### config.mk
export PLATFORM = sky130hd
export DESIGN_NAME = cosine_lut_arbiter
export DESIGN_NICKNAME = d
export VERILOG_FILES = /design/src/rtl/modem_pkg.sv /design/src/rtl/rr_arbiter.sv /design/src/rtl/cosine_lut_arbiter.sv
export SDC_FILE = /design/constraint.sdc
export NUM_CORES = 1
export LEC_CHECK = 0
export ABC_AREA = 0
export CORE_MARGIN = 4
export CORE_UTILIZATION = 58
export DETAILED_ROUTE_END_ITERATION = 10
export DONT_BUFFER_PORTS = 1
export MAX_ROUTING_LAYER = met4
export PLACE_DENSITY_LB_ADDON = 0.2
export SYNTH_ARGS = -nofsm -noshare
export SYNTH_HDL_FRONTEND = slang
export SYNTH_HIERARCHICAL = 1
export SYNTH_SLANG_ARGS = --single-unit
export TNS_END_PERCENT = 30
### constraint.sdc
create_clock -name clk -period 3.8 [get_ports clk]
set_clock_uncertainty 0.2 [all_clocks]
set_input_delay 0.38 -clock clk [delete_from_list [all_inputs] [get_ports clk]]
set_output_delay 0.38 -clock clk [all_outputs]
set_load 0.01 [all_outputs]
### src/rtl/modem_pkg.sv
// Shared modem constants and helpers: LUT geometry defaults, index width
// derivation, quarter-period offset and the requester-id type.
package modem_pkg;

  localparam int CARRIER_SAMPLES_PER_PERIOD = 512;
  localparam int FIXDT_24_WIDTH             = 24;
  localparam int NUM_REQ_DEFAULT            = 4;

  typedef logic [$clog2(NUM_REQ_DEFAULT)-1:0] req_id_t;

  function automatic int idx_width(input int samples);
    return $clog2(samples);
  endfunction

  // sin(x) = cos(x - T/4), so a sine lookup is a cosine lookup a quarter period back
  function automatic int quarter_offset(input int samples);
    return samples / 4;
  endfunction

endpackage

### src/rtl/rr_arbiter.sv
// Round-robin arbiter: one-hot grant searched from the slot after the last
// winner; the pointer moves to the winner whenever advance is high.
module rr_arbiter #(
  parameter int  NUM_REQ = 4,
  localparam int ID_W    = (NUM_REQ > 1) ? $clog2(NUM_REQ) : 1
) (
  input  logic               clk,
  input  logic               rst,
  input  logic [NUM_REQ-1:0] req,
  input  logic               advance,
  output logic [NUM_REQ-1:0] grant,
  output logic [ID_W-1:0]    grant_id,
  output logic               grant_any
);

  logic [ID_W-1:0] ptr;
  logic [ID_W-1:0] cand;

  // NOTE: combinational logic uses blocking '=' with every output defaulted
  // first, so no path leaves a signal unassigned and no latch is inferred.
  always_comb begin
    grant     = '0;
    grant_id  = ptr;
    grant_any = 1'b0;
    cand      = ptr;
    for (int i = 0; i < NUM_REQ; i++) begin
      cand = (cand == ID_W'(NUM_REQ - 1)) ? '0 : cand + 1'b1;
      if (!grant_any && req[cand]) begin
        grant[cand] = 1'b1;
        grant_id    = cand;
        grant_any   = 1'b1;
      end
    end
    // Nothing may be accepted while reset is held, even with requests pending
    if (rst) begin
      grant     = '0;
      grant_any = 1'b0;
    end
  end

  // NOTE: sequential state uses non-blocking '<=' so every flop samples
  // pre-edge values regardless of statement order.
  always_ff @(posedge clk or posedge rst) begin
    if (rst) begin
      ptr <= ID_W'(NUM_REQ - 1);
    end else if (advance && grant_any) begin
      ptr <= grant_id;
    end
  end

endmodule

### src/rtl/cosine_lut_arbiter.sv
// Shares one cosine_lut read port among NUM_REQ phase consumers: round-robin
// grant, sine via quarter-period index offset, fixed-latency response routing.
module cosine_lut_arbiter
  import modem_pkg::*;
#(
  parameter int  NUM_REQ     = NUM_REQ_DEFAULT,
  parameter int  SAMPLES     = CARRIER_SAMPLES_PER_PERIOD,
  parameter int  DATA_W      = FIXDT_24_WIDTH,
  parameter int  LUT_LATENCY = 1,
  localparam int IDX_W       = idx_width(SAMPLES)
) (
  input  logic                      clk,
  input  logic                      rst,
  input  logic [NUM_REQ-1:0]        req_valid,
  input  logic [NUM_REQ-1:0]        req_sin,
  input  logic [NUM_REQ*IDX_W-1:0]  req_idx,
  output logic [NUM_REQ-1:0]        req_ready,
  output logic [IDX_W-1:0]          lut_idx,
  input  logic [DATA_W-1:0]         lut_data,
  output logic [NUM_REQ-1:0]        rsp_valid,
  output logic [NUM_REQ*DATA_W-1:0] rsp_data
);

  localparam int ID_W   = (NUM_REQ > 1) ? $clog2(NUM_REQ) : 1;
  localparam int PIPE_D = 1 + LUT_LATENCY;
  localparam logic [IDX_W-1:0] QUARTER = IDX_W'(quarter_offset(SAMPLES));

  logic [NUM_REQ-1:0]            grant;
  logic [ID_W-1:0]               grant_id;
  logic                          grant_any;
  logic [IDX_W-1:0]              sel_idx;
  logic [IDX_W-1:0]              next_idx;
  logic [PIPE_D-1:0]             tag_v;
  logic [PIPE_D-1:0][ID_W-1:0]   tag_id;

  rr_arbiter #(.NUM_REQ(NUM_REQ)) u_arb (
    .clk       (clk),
    .rst       (rst),
    .req       (req_valid),
    .advance   (1'b1),
    .grant     (grant),
    .grant_id  (grant_id),
    .grant_any (grant_any)
  );

  assign req_ready = grant;

  // Subtraction wraps modulo SAMPLES through the IDX_W-bit result width
  always_comb begin
    sel_idx  = req_idx[int'(grant_id)*IDX_W +: IDX_W];
    next_idx = req_sin[grant_id] ? sel_idx - QUARTER : sel_idx;
  end

  // Tag stage 0 lines up with lut_idx; stage PIPE_D-1 lines up with lut_data
  always_ff @(posedge clk or posedge rst) begin
    if (rst) begin
      lut_idx <= '0;
      tag_v   <= '0;
      tag_id  <= '0;
    end else begin
      if (grant_any) lut_idx <= next_idx;
      tag_v  <= {tag_v[PIPE_D-2:0], grant_any};
      tag_id <= {tag_id[PIPE_D-2:0], grant_id};
    end
  end

  // NOTE: a default '<=' followed by a conditional '<=' to one bit is safe:
  // the last non-blocking assignment in the block wins.
  always_ff @(posedge clk or posedge rst) begin
    if (rst) begin
      rsp_valid <= '0;
      rsp_data  <= '0;
    end else begin
      rsp_valid <= '0;
      if (tag_v[PIPE_D-1]) begin
        rsp_valid[tag_id[PIPE_D-1]] <= 1'b1;
        rsp_data[int'(tag_id[PIPE_D-1])*DATA_W +: DATA_W] <= lut_data;
      end
    end
  end

endmodule

==> flow_summary.html <==
<table>
<tr><th>Metric</th><th>Value</th></tr>
<tr><th colspan="2">Status</th></tr>
<tr><td>Run status</td><td>finished, final reports clean</td></tr>
<tr><th colspan="2">Setup path</th></tr>
<tr><td>Start-to-end type of the worst setup path</td><td>reg -&gt; reg</td></tr>
<tr><td>Worst Setup Start Kind</td><td>register</td></tr>
<tr><td>Kind of end point of the critical path</td><td>register</td></tr>
<tr><td>Crit-path max FO</td><td>12</td></tr>
<tr><td>Register-to-Register Path Depth</td><td>12</td></tr>
<tr><td>Arrival @ worst endpoint</td><td>3.77 ns</td></tr>
<tr><td>Worst path required time</td><td>3.98 ns</td></tr>
<tr><th colspan="2">Global route</th></tr>
<tr><td>Met3 usage in global routing</td><td>10.9%</td></tr>
<tr><td>Most congested layer reported by global routing</td><td>met2</td></tr>
<tr><td>Total grt overflow</td><td>0</td></tr>
<tr><td>Met1 track demand over resource</td><td>36.0%</td></tr>
<tr><td>Met2 track demand over resource in global routing</td><td>49.4%</td></tr>
<tr><td>First-pass GRT wire length</td><td>28900 um</td></tr>
<tr><td>Overall fraction of global-route tracks in use</td><td>30.8%</td></tr>
<tr><td>Number of global-route vias before repair</td><td>5122</td></tr>
<tr><td>Initial antenna violation count</td><td>0</td></tr>
<tr><td>Pin count of the biggest net entering global routing</td><td>78</td></tr>
<tr><th colspan="2">Synth</th></tr>
<tr><td>Fraction of the mapped netlist area in simple logic gates</td><td>13.8%</td></tr>
<tr><td>Mean instance size in the synthesized netlist</td><td>10.3 sq um</td></tr>
<tr><td>Fraction of synthesis flops using an asynchronous set or reset pin</td><td>100%</td></tr>
<tr><td>Netlist Area Pre-Place</td><td>0.00624 sq mm</td></tr>
<tr><td>Post-synth top area share</td><td>46.1%</td></tr>
<tr><td>Distinct cell type count after synthesis</td><td>64</td></tr>
<tr><td>Total number of yosys warnings</td><td>6</td></tr>
<tr><td>Portion of netlist area occupied by mux cells</td><td>7.61%</td></tr>
<tr><td>Post-synth top area cell</td><td>sky130_fd_sc_hd__dfrtp_1</td></tr>
<tr><td>Synthesized-area fraction occupied by xor and xnor cells</td><td>0.701%</td></tr>
<tr><td>Seq cells post-synth</td><td>117</td></tr>
<tr><td>Share of synthesized cell area in full adder, half adder and majority cells</td><td>2.81%</td></tr>
<tr><td>Total nets after synthesis</td><td>689</td></tr>
<tr><td>Synthesized-area fraction occupied by ao, oa, aoi and oai cells</td><td>23.4%</td></tr>
<tr><td>Main synth FF type</td><td>sky130_fd_sc_hd__dfrtp_1</td></tr>
<tr><td>Cell count after synthesis</td><td>605</td></tr>
<tr><td>Synth area leaders</td><td>sky130_fd_sc_hd__dfrtp_1 (46%), sky130_fd_sc_hd__a22o_1 (6.9%), sky130_fd_sc_hd__nand2_1 (4.3%), sky130_fd_sc_hd__mux4_2 (4.0%), sky130_fd_sc_hd__o21ai_0 (3.5%)</td></tr>
<tr><td>Sequential share of the synthesized area</td><td>46.9%</td></tr>
<tr><td>Number of flops mapped to enable cells by yosys</td><td>0</td></tr>
<tr><td>Combinational family with the most area after synthesis</td><td>compound AO/OA/AOI/OAI gates</td></tr>
<tr><th colspan="2">Place</th></tr>
<tr><td>Post-detailed-placement half-perimeter wirelength</td><td>12800 um</td></tr>
<tr><td>Placed Instances</td><td>706</td></tr>
<tr><td>Total placed instance area</td><td>0.00633 sq mm</td></tr>
<tr><td>IO buf count</td><td>0</td></tr>
<tr><td>Gp weighted congestion</td><td>0.913</td></tr>
<tr><th colspan="2">Power</th></tr>
<tr><td>Total power per unit cell area</td><td>1030 mW/mm^2</td></tr>
<tr><td>Worst supply voltage drop on vdd</td><td>0.696 mV</td></tr>
<tr><td>Leakage component of the power</td><td>3.14 nW</td></tr>
<tr><td>Final Power</td><td>0.00738 W</td></tr>
<tr><th colspan="2">Floorplanning</th></tr>
<tr><td>Die outline area</td><td>0.0125 sq mm</td></tr>
<tr><td>Cell row count</td><td>37</td></tr>
<tr><td>Area of the core</td><td>0.0104 sq mm</td></tr>
<tr><td>Effective utilization at floorplan</td><td>60.0%</td></tr>
<tr><td>Die width</td><td>112 um</td></tr>
<tr><td>Die outline height</td><td>112 um</td></tr>
<tr><td>Ports</td><td>183</td></tr>
<tr><th colspan="2">Cells and area</th></tr>
<tr><td>Share of layout cells above drive strength 1</td><td>14.5%</td></tr>
<tr><td>Post-layout nets</td><td>699</td></tr>
<tr><td>Diode insertion count for antenna repair</td><td>0</td></tr>
<tr><td>Area of the multi-input gates</td><td>0.00305 sq mm</td></tr>
<tr><td>Layout fillers</td><td>763</td></tr>
<tr><td>Area overhead of the layout relative to synthesis</td><td>15.0%</td></tr>
<tr><td>Non-Filler Instances</td><td>764</td></tr>
<tr><td>Register area</td><td>0.00293 sq mm</td></tr>
<tr><td>Non-Filler Cell Area, Final</td><td>0.00718 sq mm</td></tr>
<tr><th colspan="2">Timing</th></tr>
<tr><td>Crit share post-route</td><td>94.4%</td></tr>
<tr><td>Final-report max-slew violation count</td><td>0</td></tr>
<tr><td>Final hold vios</td><td>0</td></tr>
<tr><td>Final min period</td><td>3.59 ns</td></tr>
<tr><td>Total of endpoints with negative setup slack in the final report</td><td>0</td></tr>
<tr><td>Transition time of the tightest slew-check pin</td><td>1.01 ns</td></tr>
<tr><td>Setup_tns</td><td>0 ns</td></tr>
<tr><td>Relative slew slack</td><td>32.0%</td></tr>
<tr><td>RSZ-0062 raised after global routing</td><td>false</td></tr>
<tr><td>Highest attainable clock frequency</td><td>279 MHz</td></tr>
<tr><th colspan="2">Drt</th></tr>
<tr><td>Iteration count of the initial detailed-routing pass</td><td>7</td></tr>
<tr><td>Wire length after detailed routing</td><td>18800 um</td></tr>
<tr><td>Avg Vias per Cell</td><td>6.75</td></tr>
<tr><td>Vias</td><td>5158</td></tr>
<tr><td>Count of unresolved DRC violations after routing</td><td>0</td></tr>
<tr><td>Routed WL per cell</td><td>24.6 um</td></tr>
<tr><td>Post-detailed-route count of antenna-violating nets</td><td>0</td></tr>
<tr><td>Number of design-rule violations left by the first detailed-router iteration</td><td>459</td></tr>
<tr><th colspan="2">Clocking</th></tr>
<tr><td>Number of clock buffers inserted by TritonCTS</td><td>17</td></tr>
<tr><td>Clock Tree Root</td><td>sky130_fd_sc_hd__clkbuf_8</td></tr>
<tr><td>Maximum buffer depth of the clock tree</td><td>2</td></tr>
<tr><td>Post-CTS setup buffer count</td><td>0</td></tr>
<tr><td>Latest clock arrival within the worst-skew pair</td><td>0.52 ns</td></tr>
<tr><td>Clock slew seen by the registers of the worst setup and hold paths</td><td>0.06 ns</td></tr>
<tr><td>TritonCTS clock tree</td><td>built</td></tr>
<tr><td>Clock tree sinks</td><td>117</td></tr>
<tr><td>Htree depth</td><td>4</td></tr>
<tr><th colspan="2">Worst hold path</th></tr>
<tr><td>Worst hold path depth</td><td>2</td></tr>
<tr><td>Min-Delay Path Class</td><td>in -&gt; reg</td></tr>
<tr><th colspan="2">Job</th></tr>
<tr><td>Max Cap Viol</td><td>0</td></tr>
</table>
==> report_power, final <==
part	internal, W	switching (W)
Combinational	0.00150	0.00201
Sequential	0.00174	0.000605
Clock	0.000883	0.000641
==> cells by family after synthesis <==
family | Yosys count
compound gates | 207
other cells | 1
flops | 117
xor+xnor | 5
mux | 31
fa+ha+maj | 14
buf+inv | 66
simple gates | 164
==> state kept, by name, indices dropped and copies added (netlist names) <==
signal	count
lut_idx	9
rsp_valid	4
u_arb/ptr	2
tag_v	2
tag_id	4
rsp_data	96
==> Yosys cell counts (all sizes together), types with 4 or more instances <==
master and number:
a21o 6, a22o 49, nor3b 4, nor3 10, inv 14, a2bb2oi 6
and3 4, mux2i 10, a31oi 8, clkbuf 26, nor2 11, nor2b 11
a21oi 27, nand3b 20, nand3 18, a32oi 8, nand2b 6, buf 26
mux4 12, a22oi 4, o21ai 55, ha 14, o21a 6, a221o 7
mux2 9, xnor2 4, a211oi 9, nand2 71, dfrtp 115, o31ai 10
==> worst paths after layout <==
kind / start / endpoint / slack (ns)
worst max-delay path: u_arb/ptr[1] / lut_idx[8] / 0.21
worst min-delay path: req_idx[24] / lut_idx[6] / 0.02
worst max register to register: u_arb/ptr[1] / lut_idx[8] / 0.21
worst min register to register: tag_id[0] / tag_id[2] / 0.15
max in group asynchronous: rst / rsp_data[49] / 2.38
min in group asynchronous: rst / u_arb/ptr[0] / 0.21
==> critical path: stages (launching register included) <==
cell	delay, ns
sky130_fd_sc_hd__dfstp_2	0.52
sky130_fd_sc_hd__inv_1	0.09
sky130_fd_sc_hd__ha_2	0.36
sky130_fd_sc_hd__buf_4	0.19
sky130_fd_sc_hd__nand2b_1	0.19
sky130_fd_sc_hd__a31o_2	0.26
sky130_fd_sc_hd__a221oi_1	0.28
sky130_fd_sc_hd__o221ai_1	0.21
sky130_fd_sc_hd__o21ai_4	0.38
sky130_fd_sc_hd__mux4_2	0.40
sky130_fd_sc_hd__nor2b_1	0.15
sky130_fd_sc_hd__xnor2_1	0.13
sky130_fd_sc_hd__a21oi_1	0.08
==> per-stage QoR <==
| stage | setup WS (ns) | utilization [%] | hold slack, ns |
|---|---|---|---|
| 2_1_floorplan | 0.00828 | - | 0.107 |
| 3_3_place_gp | 0.145 | 60.8 | 0.123 |
| 3_5_place_dp | 0.0130 | 60.8 | 0.125 |
| 4_1_cts | 0.0160 | 68.7 | 0.0000241 |
| 5_1_grt | 0.0139 | 68.9 | 0.00885 |
| 6_report | 0.212 | 68.9 | 0.0211 |
==> placed cells by master, fill, tap and decap left out, drive strengths merged, types with 10 or more instances in the layout <==
master / n
a21oi: 27
a22o: 49
buf: 17
clkbuf: 17
dfrtp: 115
dlygate4sd3: 26
ha: 14
inv: 19
mux2i: 10
mux4: 12
nand2: 71
nand3: 18
nand3b: 20
nor2: 11
nor2b: 11
nor3: 10
o21ai: 55
o31ai: 10
==> cell type report <==
type                    count  share of cell area, %
flip-flops and latches    117                   40.8
repair buffers             43                   5.75
well taps                 136                   2.37
clock inverters            15                   2.04
clock buffers              17                   5.77
multi-input cells         422                   42.4
inverters                  14                  0.819
==> per-layer routing <==
layer  wire length, um  vias to the layer above
li1                  -                     2274
met4               354                        0
met3              2240                       41
met1              6860                     2502
met5                 0                        -
met2              9300                      341
==> repair_timing <==
item,4_1_cts,5_1_grt
endpoints found under the setup margin,0,5
endpoints found under the hold margin,91,0
gates resized for setup,0,5
hold buffers,26,0
Power figures use the tool's default switching activity.
